### config.mk
export PLATFORM = sky130hd
export DESIGN_NAME = phase_sequencer
export DESIGN_NICKNAME = d
export VERILOG_FILES = /design/src/rtl/phase_sequencer.sv
export SDC_FILE = /design/constraint.sdc
export NUM_CORES = 1
export LEC_CHECK = 0
export ABC_AREA = 1
export CORE_MARGIN = 1
export CORE_UTILIZATION = 50
export DETAILED_ROUTE_END_ITERATION = 8
export PLACE_DENSITY = 0.84
export SLEW_MARGIN = 40
export SYNTH_ARGS = -nofsm -noshare
export SYNTH_HDL_FRONTEND = slang
export SYNTH_SLANG_ARGS = --single-unit
### constraint.sdc
create_clock -name clk -period 3.4 [get_ports clk]
set_input_delay 0.68 -clock clk [delete_from_list [all_inputs] [get_ports clk]]
set_output_delay 0.68 -clock clk [all_outputs]
set_load 0.03 [all_outputs]
### src/rtl/phase_sequencer.sv
// phase_sequencer
//   One-hot phase generator for the MiniBit controller. Steps through PHASES
//   phases per instruction and supports halt/resume, stall hold, synchronous
//   phase clear, output jamming, an instruction-start strobe and a count of
//   retired instructions.
//
//   Optional feature (macro PHASE_SEQ_SKIP_EN):
//     defined   - last_phase ends the current instruction early (wrap to 0).
//     undefined - last_phase is ignored; every instruction is PHASES long.
//
// Ports:
//   clk          system clock, all state changes on posedge
//   rst_n        synchronous reset, active-low
//   timer_clear  synchronous clear of phase position (instr_count kept)
//   jam_f        forces f to zero; internal state unaffected
//   hlt          halt request
//   rx           resume strobe
//   stall        hold current phase
//   last_phase   current phase is the final one (skip feature only)
//   f            one-hot phase vector, masked by jam_f
//   phase_idx    binary index of current phase
//   instr_start  phase 0, running, not jammed
//   halted       high while halted
//   instr_count  retired-instruction counter (wraps)
module phase_sequencer #(
  parameter int unsigned PHASES = 6,
  parameter int unsigned IDX_W  = 4,
  parameter int unsigned CNT_W  = 16
) (
  input  logic              clk,
  input  logic              rst_n,
  input  logic              timer_clear,
  input  logic              jam_f,
  input  logic              hlt,
  input  logic              rx,
  input  logic              stall,
  input  logic              last_phase,
  output logic [PHASES-1:0] f,
  output logic [IDX_W-1:0]  phase_idx,
  output logic              instr_start,
  output logic              halted,
  output logic [CNT_W-1:0]  instr_count
);

  typedef enum logic {
    S_RUN,
    S_HALT
  } state_e;

  state_e             state_q, state_d;
  logic [IDX_W-1:0]   phase_q, phase_d;
  logic [CNT_W-1:0]   count_q, count_d;
  logic               end_now;
  logic               advance;
  logic               wrap;

`ifdef PHASE_SEQ_SKIP_EN
  assign end_now = last_phase;
`else
  logic unused_last_phase;
  assign unused_last_phase = last_phase;
  assign end_now = 1'b0;
`endif

  assign wrap = (phase_q == IDX_W'(PHASES - 1)) || end_now;

  always_comb begin
    state_d = state_q;
    phase_d = phase_q;
    count_d = count_q;
    advance = 1'b0;

    if (timer_clear) begin
      // Clear also drops any pending halt.
      state_d = S_RUN;
      phase_d = '0;
    end else if (state_q == S_HALT) begin
      // Resume takes one phase step on the same edge; stall is not consulted.
      if (rx) begin
        state_d = S_RUN;
        advance = 1'b1;
      end
    end else if (hlt && !rx) begin
      state_d = S_HALT;
    end else if (!stall) begin
      advance = 1'b1;
    end

    if (advance) begin
      if (wrap) begin
        phase_d = '0;
        count_d = count_q + CNT_W'(1);
      end else begin
        phase_d = phase_q + IDX_W'(1);
      end
    end
  end

  always_ff @(posedge clk) begin
    if (!rst_n) begin
      state_q <= S_RUN;
      phase_q <= '0;
      count_q <= '0;
    end else begin
      state_q <= state_d;
      phase_q <= phase_d;
      count_q <= count_d;
    end
  end

  always_comb begin
    f = '0;
    for (int unsigned i = 0; i < PHASES; i++) begin
      f[i] = (phase_q == IDX_W'(i)) && !jam_f;
    end
  end

  assign phase_idx   = phase_q;
  assign halted      = (state_q == S_HALT);
  assign instr_start = (phase_q == '0) && (state_q == S_RUN) && !jam_f;
  assign instr_count = count_q;

endmodule
[Word level (Yosys, flattened, before mapping)]
Index checks and enable logic that the tools add are counted.
Word-level totals
  bits in registers: 21
  input port bits: 8
  output and inout port bits: 28
  logic and storage cells: 38
Cells by class
  $add $sub $neg: 2
  equality and inequality tests: 5
  muxes and demuxes: 11
  bitwise operators: 2
  reductions and logical operators: 15
Operators with widths (count)
  16-bit by 1-bit adder with 16-bit output, second input constant: 1
  4-bit 2-to-1 mux: 3
  1-bit logical AND: 9
  4-bit by 2-bit equality test with 1-bit output, second input constant: 2
  4-bit by 3-bit equality test with 1-bit output, second input constant: 2
  1-bit 2-to-1 mux: 8
  4-bit by 1-bit adder with 4-bit output, second input constant: 1
  4-bit by 1-bit equality test with 1-bit output, second input constant: 1
  4-bit zero test: 1
  1-bit zero test: 2
  1-bit inverter: 2
  2-bit AND reduction: 1
  2-bit nonzero test: 1
  2-bit OR reduction: 1

[Logic depth before layout (Yosys ltp)]
Gate-level depths: netlist of the first run.
  depth in word-level cells: 6
  depth in mapped cells: 9

[Worst setup path before layout of the first run]
No wires, ideal clock.
  path kind: input to output
  start: input port jam_f
  end: output port f[2]
  arrival time: 1.522 ns
  required time: 2.720 ns
  setup slack: 1.198 ns
  stages on the path: 3
  path buffers: 0
  cells stage by stage: nor2_1 -> nand2_1 -> nor3_1
Between the ends
  cells in the longest elaborated chain, start to end: 2
Ends and longest elaborated chain
  start: declaration: line 33  | input logic jam_f,
  1-bit zero test: line 114  | f[i] = (phase_q == IDX_W'(i)) && !jam_f;
  1-bit logical AND: line 114
  end: declaration: line 38  | output logic [PHASES-1:0] f,
No other way between the ends.

[Worst setup path after layout of the first run]
  start: input port jam_f
  end: output port instr_start
Between the ends
  cells in the longest elaborated chain, start to end: 2
Ends and longest elaborated chain
  1-bit zero test: line 120  | assign instr_start = (phase_q == '0) && (state_q == S_RUN) && !jam_f;
  1-bit logical AND: line 120
  end: declaration: line 40  | output logic instr_start,
No other way between the ends.

==> results.md, run 1 <==
* Status: completed
* # rows at 17
* Syn Area/Cell at about 6.6 um2
* CP Data Arrival Time at between 2 and 2.5 ns
* Clock share of power at about 29%
* Dpl hpwl at approximately 2100 um
* Post-cts gate resize count at 0
* Synthesized flop and latch total at 21
* Routed vias at approximately 1,300
* R2R setup slack at 2.03 ns
* CP max FO at 5
* Post-route antenna net violation count at 0
* Fillers at 210
* Worst-path clk slew at approximately 0.12 ns
* Initial antenna violation count at 0
* Max_cap viols at 0
* FF-to-FF path depth at 8
* N_diodes at 0
* YS warnings at 0
* P per Cell Area at around 260 mW/mm2
* Startpoint types: input port
* FF-to-FF End: instr_count[12]
* Total Power at between 400 and 500 uW
* Die W at approximately 50 um
* First DRT Iteration DRCs at 27
* Int Power at approximately 310 uW
* WP data required at around 2.7 ns
* Total wire length at around 2700 um
* Initial core utilization at a little over half
* Setup repair bufs after CTS at 0
* Share of layout cells above drive strength 1 at 9.09%
* Crit end category: primary output
* WHS Path Cells at 2
* Die ar. at roughly 0.0026 mm2
* Type of the worst setup path: in -> out
* I/O pin count at 36
* Hold Path End: instr_count[0]
* Clk buf depth at 2
* FF-to-FF Start: instr_count[0]
* Pin slew with the least headroom to its limit at a little over 0.5 ns
* Switching power at around 110 uW
* Largest net degree at the start of global routing at 16
* Cell total after placement at between 200 and 250
* Total negative slack at 0 ns
* GRT Resource Usage Total at 23.8%
* CTS Buf Count at 3
* Net count after synthesis at approximately 190
* Nets at 230
* Area growth syn-to-layout at 32.9%
* Area of the multi-input gates at 699 um2
* DR WL/cell at 11.0 um
* Worst slack, placed at roughly 0.48 ns
* Setup violators final at 0
* Final period utilization at a little under nine tenths
* Post-Syn Instances at about 180
* Hold Crit Start: instr_count[0]
* Clock skew at 0.00215 ns
* Residual DRC at 0
* Pleak at about 0.00061 uW
* Worst-Skew Late Latency at 0.30 ns
* Worst slew margin at between 60% and 70%
* Max frequency at ~0.34 GHz
* Worst min path class: reg -> reg
* Sequential power share at 59.2%
* Placed cell area at around 0.0016 mm2
* H-tree levels at 1
* Die H at ~51 um
* Register area at roughly 420 um2
* Post-route cell area at roughly 0.0016 mm2
* Core area at approximately 0.0023 mm2
* GPL Wtd Cong at 0.836
* Vias per inst at about 5.1
* Setup WS post-layout at 0.486 ns
* Peak VDD IR at about 0.00022 V
* Register area share after synthesis at a little over a third
* Max-slew violations at 0
* Commonest non-fill, non-tap cell in the layout: nand2_1
* Grt total ovfl at 0
* Combinational share of power at between 10% and 20%
* Final Hold Fails at 0
* Unrepaired setup endpoints after global routing: false
* Hold_buf cts at 0
* Number of global-route vias before repair at ~1,100
* CTS tree: yes
* Distinct cell type count after synthesis at 22
* First-pass GRT wire length at about 4700 um
* PortBufs at 34
* Post-layout minimum cycle time at 2.91 ns
* Clock root buffer: clkbuf_4
* First-pass DRT Iterations at 4
* Sw frac at between 20% and 30%
* Leading cell types in the layout, fill and taps excluded: nand2_1 (44), nor2_1 (37), clkdlybuf4s50_1 (34)
* Final Non-Filler Cells at ~250
* Clk sinks at 21
* Mapped Area at 0.00121 mm2
-- through the flow --
stage / utilization, % / hold slack [ns]
floorplan: - / 0.597
global placement: 70.1 / 0.482
detailed placement: 70.1 / 0.485
CTS: 71.3 / 0.516
global route: 71.3 / 0.559
finish: 71.3 / 0.510
-- Yosys cell counts --
master	instances	area, um2
nand3_2	2	20.0
ha_1	1	12.5
nand2_2	4	25.0
nand2_4	1	11.3
nor3_1	5	25.0
o21ai_0	4	20.0
nand3_4	1	17.5
nor2_2	2	12.5
nand2_1	44	165
nand3_1	12	60.1
o21ai_4	1	16.3
inv_4	1	6.26
nor2_8	1	20.0
dfxtp_1	21	420
buf_1	1	3.75
nor2_4	4	45.0
nand4_1	3	18.8
inv_1	21	78.8
nor2_1	37	139
a21oi_1	15	75.1
xor2_1	1	8.76
nor3b_1	1	7.51
-- how the worst max path moves through the flow --
| stage | start | end | slack (ns) | cells after the start |
|---|---|---|---|---|
| global route | jam_f | instr_start | 0.39 | 5 |
| floorplan | jam_f | f[2] | 1.20 | 3 |
| finish | jam_f | instr_start | 0.49 | 5 |
| global placement | jam_f | f[2] | 0.57 | 5 |
| detailed placement | jam_f | instr_start | 0.48 | 5 |
| CTS | jam_f | instr_start | 0.48 | 5 |
-- per-layer routing --
layer,track usage (%),part of all wire (%),vias to the layer above
li1,-,-,659
met1,30.9,48,575
met2,40.1,46,33
met3,2.98,4.5,5
met4,8.33,1.3,0
met5,0,0,-
-- critical path: stages --
cell and delay, ns:
clkdlybuf4s50_1 0.45, nor2_1 0.12, nand2_1 0.13, nor3_1 0.16, clkdlybuf4s50_1 0.70
-- state kept, by name (all words and copies together) (netlist names) --
register	count
halted	1
phase_idx	4
instr_count	16
-- area by class of cell --
cell class              count  area share, %
multi-input cells         139           43.5
flip-flops and latches     21           26.2
inverters                  22           5.30
repair buffers             34           21.2
clock buffers               4           1.64
well taps                  28           2.18
-- cell families after synthesis --
logic type | Yosys count | share of synthesized area, %
AO/OA/AOI/OAI | 20 | 9.21
XOR/XNOR | 1 | 0.725
adder cells (fa/ha/maj) | 1 | 1.04
buffers and inverters | 23 | 7.35
flip-flops | 21 | 34.8
AND/OR/NAND/NOR | 117 | 46.9
-- power by group through the flow --
| stage | sequential (uW) | clock, uW | combinational (uW) |
|---|---|---|---|
| final | 249 | 122 | 49.4 |
| after global routing | 249 | 132 | 54.0 |
| after CTS | 249 | 126 | 49.7 |
| after detailed placement | 255 | 0 | 49.5 |
| after global placement | 255 | 0 | 48.2 |
| after floorplan | 256 | 0 | 27.5 |
No activity file was read; power rests on OpenSTA's default activity.
==> run 2, diff against run 1 <==
--- a/config.mk
+++ b/config.mk
@@ -10,6 +10,7 @@
 export CORE_UTILIZATION = 50
 export DETAILED_ROUTE_END_ITERATION = 8
 export PLACE_DENSITY = 0.84
+export REMOVE_ABC_BUFFERS = 1
 export SLEW_MARGIN = 40
 export SYNTH_ARGS = -nofsm -noshare
 export SYNTH_HDL_FRONTEND = slang
==> run 2 against run 1 <==
Against the previous run:
- power fell by 0.81%
- highest routed layer unchanged
- cell area did not move
- sequential share of layout area stayed put
- clock power is 3% lower
- count of clock-buffer cells in the layout is the same
- global-route usage increased by 0.28 points
- via count fell by 1.9%
- sequential cell count is the same
- clock skew is 0.0012 ns higher
- maximum frequency grew 0.49%
==> results.md, run 2 (synthesized netlist as in run 1, its figures left out) <==
* Status: completed
* CTS tree: yes
* Post-cts gate resize count at 0 (unchanged)
* Area growth syn-to-layout at 32.9% (unchanged)
* N_diodes at 0 (unchanged)
* Die W at 51.2 um (unchanged)
* Final Hold Fails at 0 (unchanged)
* Int Power at 312 uW (about the same)
* WP data required at 2.72 ns (about the same)
* GRT Resource Usage Total at 24.1% (+0.28 points)
* Routed vias at 1,248 (-1.9%)
* Worst-path clk slew at 0.11 ns (about the same)
* GPL Wtd Cong at 0.834 (-0.26%)
* Hold_buf cts at 0 (unchanged)
* Largest net degree at the start of global routing at 16 (unchanged)
* Util after Layout at 71.3% (unchanged)
* Clk buf depth at 2 (unchanged)
* Core area at 0.00225 mm2 (unchanged)
* Met3 wire len at 98 um (-20%)
* Worst slack, placed at 0.505 ns (+0.0206 ns)
* Post-layout minimum cycle time at 2.90 ns (-0.0142 ns)
* CP Data Arrival Time at 2.22 ns (about the same)
* Worst hold slack at 0.520 ns (+0.00969 ns)
* Total wire length at 2800 um (+3.1%)
* Setup violators final at 0 (unchanged)
* Clock share of power at 28.4% (-0.7 points)
* CP startpoint: jam_f
* Share of layout cells above drive strength 1 at 9.09% (unchanged)
* Vias per inst at 5.03 (-1.9%)
* Grt total ovfl at 0 (unchanged)
* Number of global-route vias before repair at 1,119 (-1.8%)
* Max frequency at 0.345 GHz (+0.49%)
* DR top layer: met4
* Residual DRC at 0 (unchanged)
* First-pass DRT Iterations at 4 (unchanged)
* Max-slew violations at 0 (unchanged)
* Clk sinks at 21 (unchanged)
* Placed cell area at 0.00158 mm2 (unchanged)
* Commonest non-fill, non-tap cell in the layout: nand2_1
* Clock skew at 0.00332 ns (+0.00117 ns)
* Max_cap viols at 0 (unchanged)
* Initial core utilization at 53.6% (unchanged)
* Initial antenna violation count at 0 (unchanged)
* Max reg flops at 16 (unchanged)
* Post-route antenna net violation count at 0 (unchanged)
* First DRT Iteration DRCs at 27 (unchanged)
* Hold Crit Start: instr_count[3]
* Combinational share of power at 11.9% (+0.2 points)
* Total negative slack at 0 ns (unchanged)
* PortBufs at 34 (unchanged)
* Pleak at 0.000612 uW (unchanged)
* CP max FO at 5 (unchanged)
* Die ar. at 0.00262 mm2 (unchanged)
* Final period utilization at 85.3% (-0.42 points)
* Worst min path class: reg -> reg
* Sequential power share at 59.7% (+0.5 points)
* Fillers at 211 (+0.48%)
* I/O pin count at 36 (unchanged)
* Startpoint types: input port
* Unrepaired setup endpoints after global routing: false
* Worst-Skew Late Latency at 0.30 ns (about the same)
* Met2 routed WL at 1320 um (+5.7%)
* Post-route cell area at 0.00161 mm2 (unchanged)
* Switching power at 105 uW (-3.0%)
* CTS Buf Count at 3 (unchanged)
* DR WL/cell at 11.3 um (+3.1%)
* H-tree levels at 1 (unchanged)
* Nets at 230 (unchanged)
* Setup repair bufs after CTS at 0 (unchanged)
* First-pass GRT wire length at 4790 um (+0.86%)
* # rows at 17 (unchanged)
* Met1 WL at 1350 um (+2.7%)
* Clock root buffer: clkbuf_4
* Die H at 51.2 um (unchanged)
* Peak VDD IR at 0.000187 V (-13%)
* Dpl hpwl at 2180 um (+3.4%)
* Pin slew with the least headroom to its limit at 0.558 ns (+0.0508 ns)
* Worst slew margin at 62.7% (-3.4 points)
* Crit end category: primary output
* Sw frac at 25.2% (-0.58 points)
* FF-to-FF Start: instr_count[0]
* Type of the worst setup path: in -> out
* Leading cell types in the layout, fill and taps excluded: nand2_1 (44), nor2_1 (37), clkdlybuf4s50_1 (34)
* P per Cell Area at 260 mW/mm2 (-0.81%)
* Setup WS post-layout at 0.500 ns (+0.0142 ns)
## run 2: cell counts in the layout (fill, tap and decap cells not counted)
Identical to the previous run, type by type.
## run 2: path summary, 6_finish.rpt
check	endpoint	slack (ns)	cells after the start
max	f[2]	0.50	5
min	instr_count[3]	0.52	1
max reg2reg	instr_count[12]	2.00	8
min reg2reg	instr_count[3]	0.52	1
## run 2: area by class of cell
class                           count  area (um2)  area share [%]
Timing Repair Buffer               34         340            21.2
Multi-Input combinational cell    139         699            43.5
Sequential cell                    21         420            26.2
Tap cell                           28        35.0            2.18
Clock buffer                        4        26.3            1.64
Inverter                           22        85.1            5.30
## run 2: worst max-delay path, cell delays in order
cell             delay, ns
clkdlybuf4s50_1       0.44
nor2_1                0.10
nand2_1               0.12
nor3_1                0.17
clkdlybuf4s50_1       0.71
## run 2: power by group through the flow
stage	Sequential, uW	Combinational, uW	Clock (uW)
floorplan	256	26.3	0
global placement	255	47.8	0
detailed placement	255	49.6	0
CTS	249	49.7	126
global route	250	53.7	135
finish	249	49.8	118
## run 2: metal layers
layer / up-vias / track usage (%)
met3: 6 / 3.87
met4: 0 / 7.87
met2: 35 / 38.6
met5: - / 0
li1: 653 / -
met1: 554 / 32.7
## run 2: metrics by stage
step	total power, uW	instances
2_1_floorplan	283	182
3_3_place_gp	302	244
3_5_place_dp	304	244
4_1_cts	425	248
5_1_grt	438	248
6_report	417	248
==> run 3, diff against run 2 <==
--- a/config.mk
+++ b/config.mk
@@ -10,7 +10,6 @@
 export CORE_UTILIZATION = 50
 export DETAILED_ROUTE_END_ITERATION = 8
 export PLACE_DENSITY = 0.84
-export REMOVE_ABC_BUFFERS = 1
 export SLEW_MARGIN = 40
 export SYNTH_ARGS = -nofsm -noshare
 export SYNTH_HDL_FRONTEND = slang
==> results of run 3 <==
No change in the layout: final DEF, timing and power equal those of run 1.
